### src/rtl/adder_column_pkg.sv
// Shared constants and types for the adder column: default geometry, row word, saturation ceiling.
// Latency: n/a (declarations only).
// Backpressure: n/a.
package adder_column_pkg;

  localparam int DEFAULT_DATA_WIDTH = 8;
  localparam int DEFAULT_NUM_ROWS   = 4;

  // One row operand/result at the default width.
  typedef logic [DEFAULT_DATA_WIDTH-1:0] row_t;

  // Ceiling a chained sum clamps to when saturation is built in.
  localparam row_t ROW_SAT_MAX = {DEFAULT_DATA_WIDTH{1'b1}};

endpackage

### src/rtl/adder_column_cell.sv
// One adder cell: masks its operand with visible and optionally adds the chained sum from below.
// Latency: combinational (0 cycles); registering happens in adder_column.
// Backpressure: none; ADDER_COLUMN_SAT_EN selects saturating instead of wrapping addition.
module adder_column_cell
  import adder_column_pkg::*;
#(
  parameter int DATA_WIDTH = DEFAULT_DATA_WIDTH
) (
  input  logic [DATA_WIDTH-1:0] d,
  input  logic                  visible,
  input  logic                  adder_en,
  input  logic [DATA_WIDTH-1:0] sum_in,
  output logic [DATA_WIDTH-1:0] sum_out
);

  logic [DATA_WIDTH-1:0] m;
  logic [DATA_WIDTH-1:0] chained;

`ifdef ADDER_COLUMN_SAT_EN
  // Widened sum exposes the carry so the stage can clamp to all-ones.
  logic [DATA_WIDTH:0] wide;

  always_comb begin
    m       = visible ? d : '0;
    wide    = {1'b0, sum_in} + {1'b0, m};
    chained = wide[DATA_WIDTH] ? {DATA_WIDTH{1'b1}} : wide[DATA_WIDTH-1:0];
    sum_out = adder_en ? chained : m;
  end
`else
  // Plain modulo-2^DATA_WIDTH addition; carry out is dropped.
  always_comb begin
    m       = visible ? d : '0;
    chained = sum_in + m;
    sum_out = adder_en ? chained : m;
  end
`endif

endmodule

### src/rtl/adder_column.sv
// Column of NUM_ROWS masked, chainable unsigned adders with every row result registered.
// Latency: 1 cycle input to result, 1 vector/cycle; async active-low reset clears result.
// Backpressure: none, output tracks inputs every cycle; ADDER_COLUMN_SAT_EN selects saturation.
module adder_column
  import adder_column_pkg::*;
#(
  parameter int DATA_WIDTH = DEFAULT_DATA_WIDTH,
  parameter int NUM_ROWS   = DEFAULT_NUM_ROWS
) (
  input  logic                           clk,
  input  logic                           rst,
  input  logic [NUM_ROWS*DATA_WIDTH-1:0] col_data_in,
  input  logic [NUM_ROWS-1:0]            adder_en,
  input  logic [NUM_ROWS-1:0]            visible,
  output logic [NUM_ROWS*DATA_WIDTH-1:0] result
);

  logic [DATA_WIDTH-1:0]          s [NUM_ROWS];
  logic [NUM_ROWS*DATA_WIDTH-1:0] result_d;
  logic [NUM_ROWS*DATA_WIDTH-1:0] result_q;

  // Ripple chain: row 0 has nothing below, so its chained input is zero.
  for (genvar i = 0; i < NUM_ROWS; i++) begin : g_row
    logic [DATA_WIDTH-1:0] sum_in;
    if (i == 0) begin : g_base
      assign sum_in = '0;
    end else begin : g_link
      assign sum_in = s[i-1];
    end

    adder_column_cell #(
      .DATA_WIDTH (DATA_WIDTH)
    ) u_cell (
      .d        (col_data_in[i*DATA_WIDTH +: DATA_WIDTH]),
      .visible  (visible[i]),
      .adder_en (adder_en[i]),
      .sum_in   (sum_in),
      .sum_out  (s[i])
    );
  end

  // Pack per-row chain outputs into the result bus layout.
  always_comb begin
    result_d = '0;
    for (int i = 0; i < NUM_ROWS; i++) begin
      result_d[i*DATA_WIDTH +: DATA_WIDTH] = s[i];
    end
  end

  // Result register: loads every edge, cleared immediately while rst is low.
  always_ff @(posedge clk or negedge rst) begin
    if (!rst) begin
      result_q <= '0;
    end else begin
      result_q <= result_d;
    end
  end

  assign result = result_q;

endmodule

### config.mk
export PLATFORM = sky130hd
export DESIGN_NAME = adder_column
export DESIGN_NICKNAME = d
export VERILOG_FILES = /design/src/rtl/adder_column_pkg.sv /design/src/rtl/adder_column_cell.sv /design/src/rtl/adder_column.sv
export SDC_FILE = /design/constraint.sdc
export NUM_CORES = 1
export LEC_CHECK = 0
export CAP_MARGIN = 10
export CORE_MARGIN = 4
export CORE_UTILIZATION = 49
export DETAILED_ROUTE_END_ITERATION = 8
export PLACE_DENSITY = 0.83
export SLEW_MARGIN = 20
export SYNTH_ARGS = -nofsm -noshare
export SYNTH_HDL_FRONTEND = slang
export SYNTH_HIERARCHICAL = 1
export SYNTH_SLANG_ARGS = --single-unit
export TNS_END_PERCENT = 20
### constraint.sdc
create_clock -name clk -period 0.8 [get_ports clk]
set_clock_uncertainty 0.1 [all_clocks]
set_input_delay 0.24 -clock clk [delete_from_list [all_inputs] [get_ports clk]]
set_output_delay 0.24 -clock clk [all_outputs]
set_load 0.01 [all_outputs]
### After elaboration in Yosys (flattened, before gate mapping)

Index checks and enable logic that the tools add are counted.

* $lt $le $gt $ge: 0
* multiply operators: 0
* divide/modulo/power cells: 0
* equal/unequal tests: 0
* reduce and logical (&&, ||, !) cells: 0
* shift operators: 0
* $add $sub $neg: 3
* muxes and demuxes: 7
* bitwise operators: 0

Operators with widths (count)
* $mux 8: 7
* $add 8x8->8: 3

* bits in writable memories: 0
* word-level logic and storage cells: 11
* ROM bits: 0
* bits of input ports: 42
* memories: 0
* bits in latches: 0
* output and inout port bits: 32
* register bits after elaboration: 32

### Depth between registers and ports, before layout

Gate-level depths: netlist of the first run.

* depth after elaboration: 7
* gate-level depth with buffers: 25
* gate-level depth less buffers: 25

### Hierarchy

Netlist of the first run, hierarchy kept.

By module, submodules not included
* adder_column_cell: instances 4, area each 494.2 µm², cells each 66, sequential area each 0.0 µm²
* adder_column: instances 1, area each 804.5 µm², cells each 33, sequential area each 800.8 µm²

### Worst setup path before layout of the first run

OpenSTA, ideal clock, no wires.

* path kind: input to register
* start: input col_data_in[2]
* end: register result_q[31] (netlist: result[31])
* path slack: -3.583 ns
* data required time: 0.572 ns
* arrival time: 4.154 ns
* path buffers: 0
* cell stages on the path: 20
* library setup time: 0.128 ns
* cells stage by stage: and2_1 > ha_1 > xnor2_1 > mux2_2 > ha_1 > nor2b_1 > o31a_1 > a211oi_1 > a21o_1 > ha_1 > o21a_1 > o31a_1 > o21ai_1 > mux2i_1 > o221ai_1 > ha_1 > and3_1 > a221oi_2 > xor2_1 > o22ai_1

* word-level cells in the longest chain between the ends: 7

Ends and longest elaborated chain
* start, declared: RTL line adder_column.sv:12 `input logic [NUM_ROWS*DATA_WIDTH-1:0] col_data_in,`
* $mux 8: RTL line adder_column_cell.sv:32 `m = visible ? d : '0;`
* named net g_row[1].sum_in[2]: RTL line adder_column.sv:24 `logic [DATA_WIDTH-1:0] sum_in;`
* $add 8x8->8: RTL line adder_column_cell.sv:33 `chained = sum_in + m;`
* $mux 8: RTL line adder_column_cell.sv:34 `sum_out = adder_en ? chained : m;`
* named net g_row[2].sum_in[4]: RTL line adder_column.sv:24
* $add 8x8->8: RTL line adder_column_cell.sv:33
* $mux 8: RTL line adder_column_cell.sv:34
* named net g_row[3].sum_in[6]: RTL line adder_column.sv:24
* $add 8x8->8: RTL line adder_column_cell.sv:33
* $mux 8: RTL line adder_column_cell.sv:34
* named net result_d[31]: RTL line adder_column.sv:19 `logic [NUM_ROWS*DATA_WIDTH-1:0] result_d;`
* end signal, assigned: RTL line adder_column.sv:55 `result_q <= result_d;`
* end, declared: RTL line adder_column.sv:20 `logic [NUM_ROWS*DATA_WIDTH-1:0] result_q;`

The timed path passes the listed nets, and every way through them passes these cells.

### Final worst setup path of the first run

* start: input visible[0]
* end: register result_q[31] (netlist: result[31])

* word-level cells in the longest chain between the ends: 7

Ends and longest elaborated chain
* start, declared: RTL line adder_column.sv:14 `input logic [NUM_ROWS-1:0] visible,`
* $mux 8: RTL line adder_column_cell.sv:32
* named net g_row[1].sum_in[0]: RTL line adder_column.sv:24
* $add 8x8->8: RTL line adder_column_cell.sv:33
* $mux 8: RTL line adder_column_cell.sv:34
* named net g_row[2].sum_in[6]: RTL line adder_column.sv:24
* $add 8x8->8: RTL line adder_column_cell.sv:33
* $mux 8: RTL line adder_column_cell.sv:34
* named net g_row[3].sum_in[6]: RTL line adder_column.sv:24
* $add 8x8->8: RTL line adder_column_cell.sv:33
* $mux 8: RTL line adder_column_cell.sv:34
* named net result_d[31]: RTL line adder_column.sv:19

The timed path passes the listed nets, and every way through them passes these cells.

==> impl_metrics.ini, run 1 <==
[timing]
grt_setup_unrepaired = yes
setup_violations = 64
hold_viol = 0
max_clock_freq_mhz = 232
hold_slack_ns = 0.210
timing.final.crit_share_pct = 538
layout_setup_ws_ns = -3.50
report.final.slew_viol_count = 0
fin_crit_ns = 4.30

[drt]
wl_per_cell_um = 27.7
ant_nets = 0
drc = 0
firstDrtPassIters = 5
vias_per_cell = 6.65
wirelength_um = 15400
vias = 3699
drt-initial-drc-count = 435

[global_route]
grt_usage_pct = 33.8
grt_overflow = 0
grt_start_max_net_pins = 33
grt_pass1_wl_um = 18500
grt_pass1_vias = 3473
antenna_found_initial = 0

[die]
die-area_mm2 = 0.00695
die_w_um = 83.3
ios = 74
core_region_area_mm2 = 0.00551
row_count = 27
dieHeight_um = 83.3
initial_utilization_pct = 50.5

[power]
finalPower_mw = 8.99
p_leak_nw = 2.38
power_density_mw_per_mm2 = 1730
peakVddDrop_mv = 1.33

[critical_path]
max_stage_delay_ns = 0.32
cp_slowest_cell = o31a_1
crit_chain = buf_8 -> and2_4 -> ha_4 -> mux2_4 -> ha_4 -> inv_4 -> fa_2 -> nor2b_4 -> o31a_1 -> o21ai_2 -> mux2i_1 -> o221ai_2 -> ha_4 -> nor3b_2 -> mux2i_1 -> o221ai_2 -> ha_4 -> buf_6 -> a221oi_4 -> xor2_1 -> o22ai_1
crit_top_cell = ha_4
worst-setup-path-type = input pin to flop
arrival_ns = 4.36
worstPathMaxFanout = 5
endpoint_kind = flop
crit_required_ns = 0.86
critPathLaunchType = input pin

[cts]
cts_buffers = 5
cts_max_level = 2
clk_pin_slew_ns = 0.08
cts_tree = yes
clkSinkCount = 32
hold_buffers = 0
clock_path_buffers = 2
clock-root-buffer = clkbuf_8

[layout]
final_nets = 557
multi_input_area_mm2 = 0.00268
area_growth_pct = 87.0
largest_reg_flops = 32
seq_area_um2 = 801
final_cells = 556
n_fill_cell = 157
diodes = 0
drive_above_1_share_pct = 53.9

[logic_synthesis]
yosysWarningCount = 6
synth_edf_count = 0
ys_seq_area_share_pct = 28.8
synth.avg_cell_area_um2 = 9.37
async_reset_ff_share_pct = 100
synth_seq_cells = 32
ys_top_cells_by_area = dfrtp_1 29%, ha_1 13%, and2_1 4.5%, mux2i_1 4.3%, nand2_1 4.3%
synth_flop_cell = dfrtp_1
yosys.area.top_type = dfrtp_1
syn_area_mm2 = 0.00278
synthTopCellsByCount = 32 x dfrtp_1, 32 x nand2_1, 28 x ha_1, 20 x and2_1, 20 x nor2_1
ys_types = 35
yosysTopAreaCellShare_pct = 28.8
syn_inst = 297

[hold_path]
hold_path_class = input pin to asynchronous set/reset pin

[status]
status = complete, but fails checks
violations = negative setup slack

[placed_design]
numPortBuffers = 73
dpl_worst_slack_ns = -4.25
dp_cells = 530
place_hpwl_um = 7180
gp_congestion = 0.951

[flow_run]
drv_cap = 0
per-stage QoR:
| stage | setup TNS (ns) | util (%) | instance area, µm² |
|---|---|---|---|
| after global placement | -92.26 | 81.7 | 4500 |
| after global routing | -69.62 | 94.5 | 5200 |
| after detailed placement | -96.83 | 81.7 | 4500 |
| after CTS | -62.78 | 88.3 | 4860 |
| final | -68.04 | 94.5 | 5200 |
| after floorplan | -60.46 | - | 3080 |
where the power goes:
group          internal, mW  leakage (nW)  total [mW]  switching (mW)
clock                 0.925        0.0552        1.60           0.673
combinational          2.73          1.92        5.39            2.65
sequential             1.89         0.399        2.01           0.121
total                  5.55          2.38        8.99            3.45
cell usage in the layout, fill, tap and decap left out, types with 9 or more instances in the layout:
master           Yosys  final
dfrtp_1             32     32
buf_4                0     80
buf_2                4     26
a21o_1              12     12
mux2i_1             12      9
nor2_1              20     14
conb_1               1     12
mux2_4               4     11
inv_1               16     10
buf_6                0     28
nand2_1             32     28
and2_1              20     14
clkdlybuf4s50_1      0     33
ha_4                 0     26
area by class of cell:
class	count	area share, %
sequential	32	15.4
clock inverter	2	0.674
timing repair buffer	172	27.7
multi-input combinational	252	51.6
inverter	20	1.59
tap	72	1.73
clock buffer	6	1.40
logic make-up (layout without fill, tap and decap cells):
kind of cell	Yosys count	after routing	synth area share [%]
simple gates	88	88	15.1
mux	24	24	9.72
buf+inv	24	200	3.42
flops	32	32	28.8
compound gates	84	84	23.6
xor+xnor	12	12	3.78
other cells	1	12	0.135
fa+ha+maj	32	32	15.5
worst max-delay path: cells and delay by family:
| kind | cells | cell delay, ns |
|---|---|---|
| mux | 3 | 0.76 |
| compound gates | 6 | 1.27 |
| simple gates | 3 | 0.36 |
| buf+inv | 3 | 0.31 |
| xor+xnor | 1 | 0.20 |
| fa+ha+maj | 5 | 1.20 |
path summary, 6_finish.rpt:
| kind | slack [ns] | endpoint | startpoint | cells past startpoint |
|---|---|---|---|---|
| min in group clk | 0.27 | result[3] | col_data_in[3] | 3 |
| max | -3.50 | result[31] | visible[0] | 21 |
| max in group asynchronous | 0.19 | result[22] | rst | 2 |
| min | 0.21 | result[11] | rst | 2 |
metal layers:
layer / track usage (%) / part of all wire [%] / up-vias
met5: 0 / 0 / -
met4: 13.4 / 8.8 / 0
met2: 58.8 / 47 / 387
met1: 41.4 / 34 / 1729
li1: - / - / 1436
met3: 5.65 / 10 / 147
timing repair:
action                     CTS  global route
setup buffers               11             9
gates resized for setup    221            48
pin swaps                   55            34
setup endpoints to repair   64            64
No activity file was read; power rests on OpenSTA's default activity.
==> inputs of run 2 (changes only) <==
Settings changed: CAP_MARGIN 10 to 5.
==> results of run 2 <==
No change in the layout: final DEF, timing and power equal those of run 1.
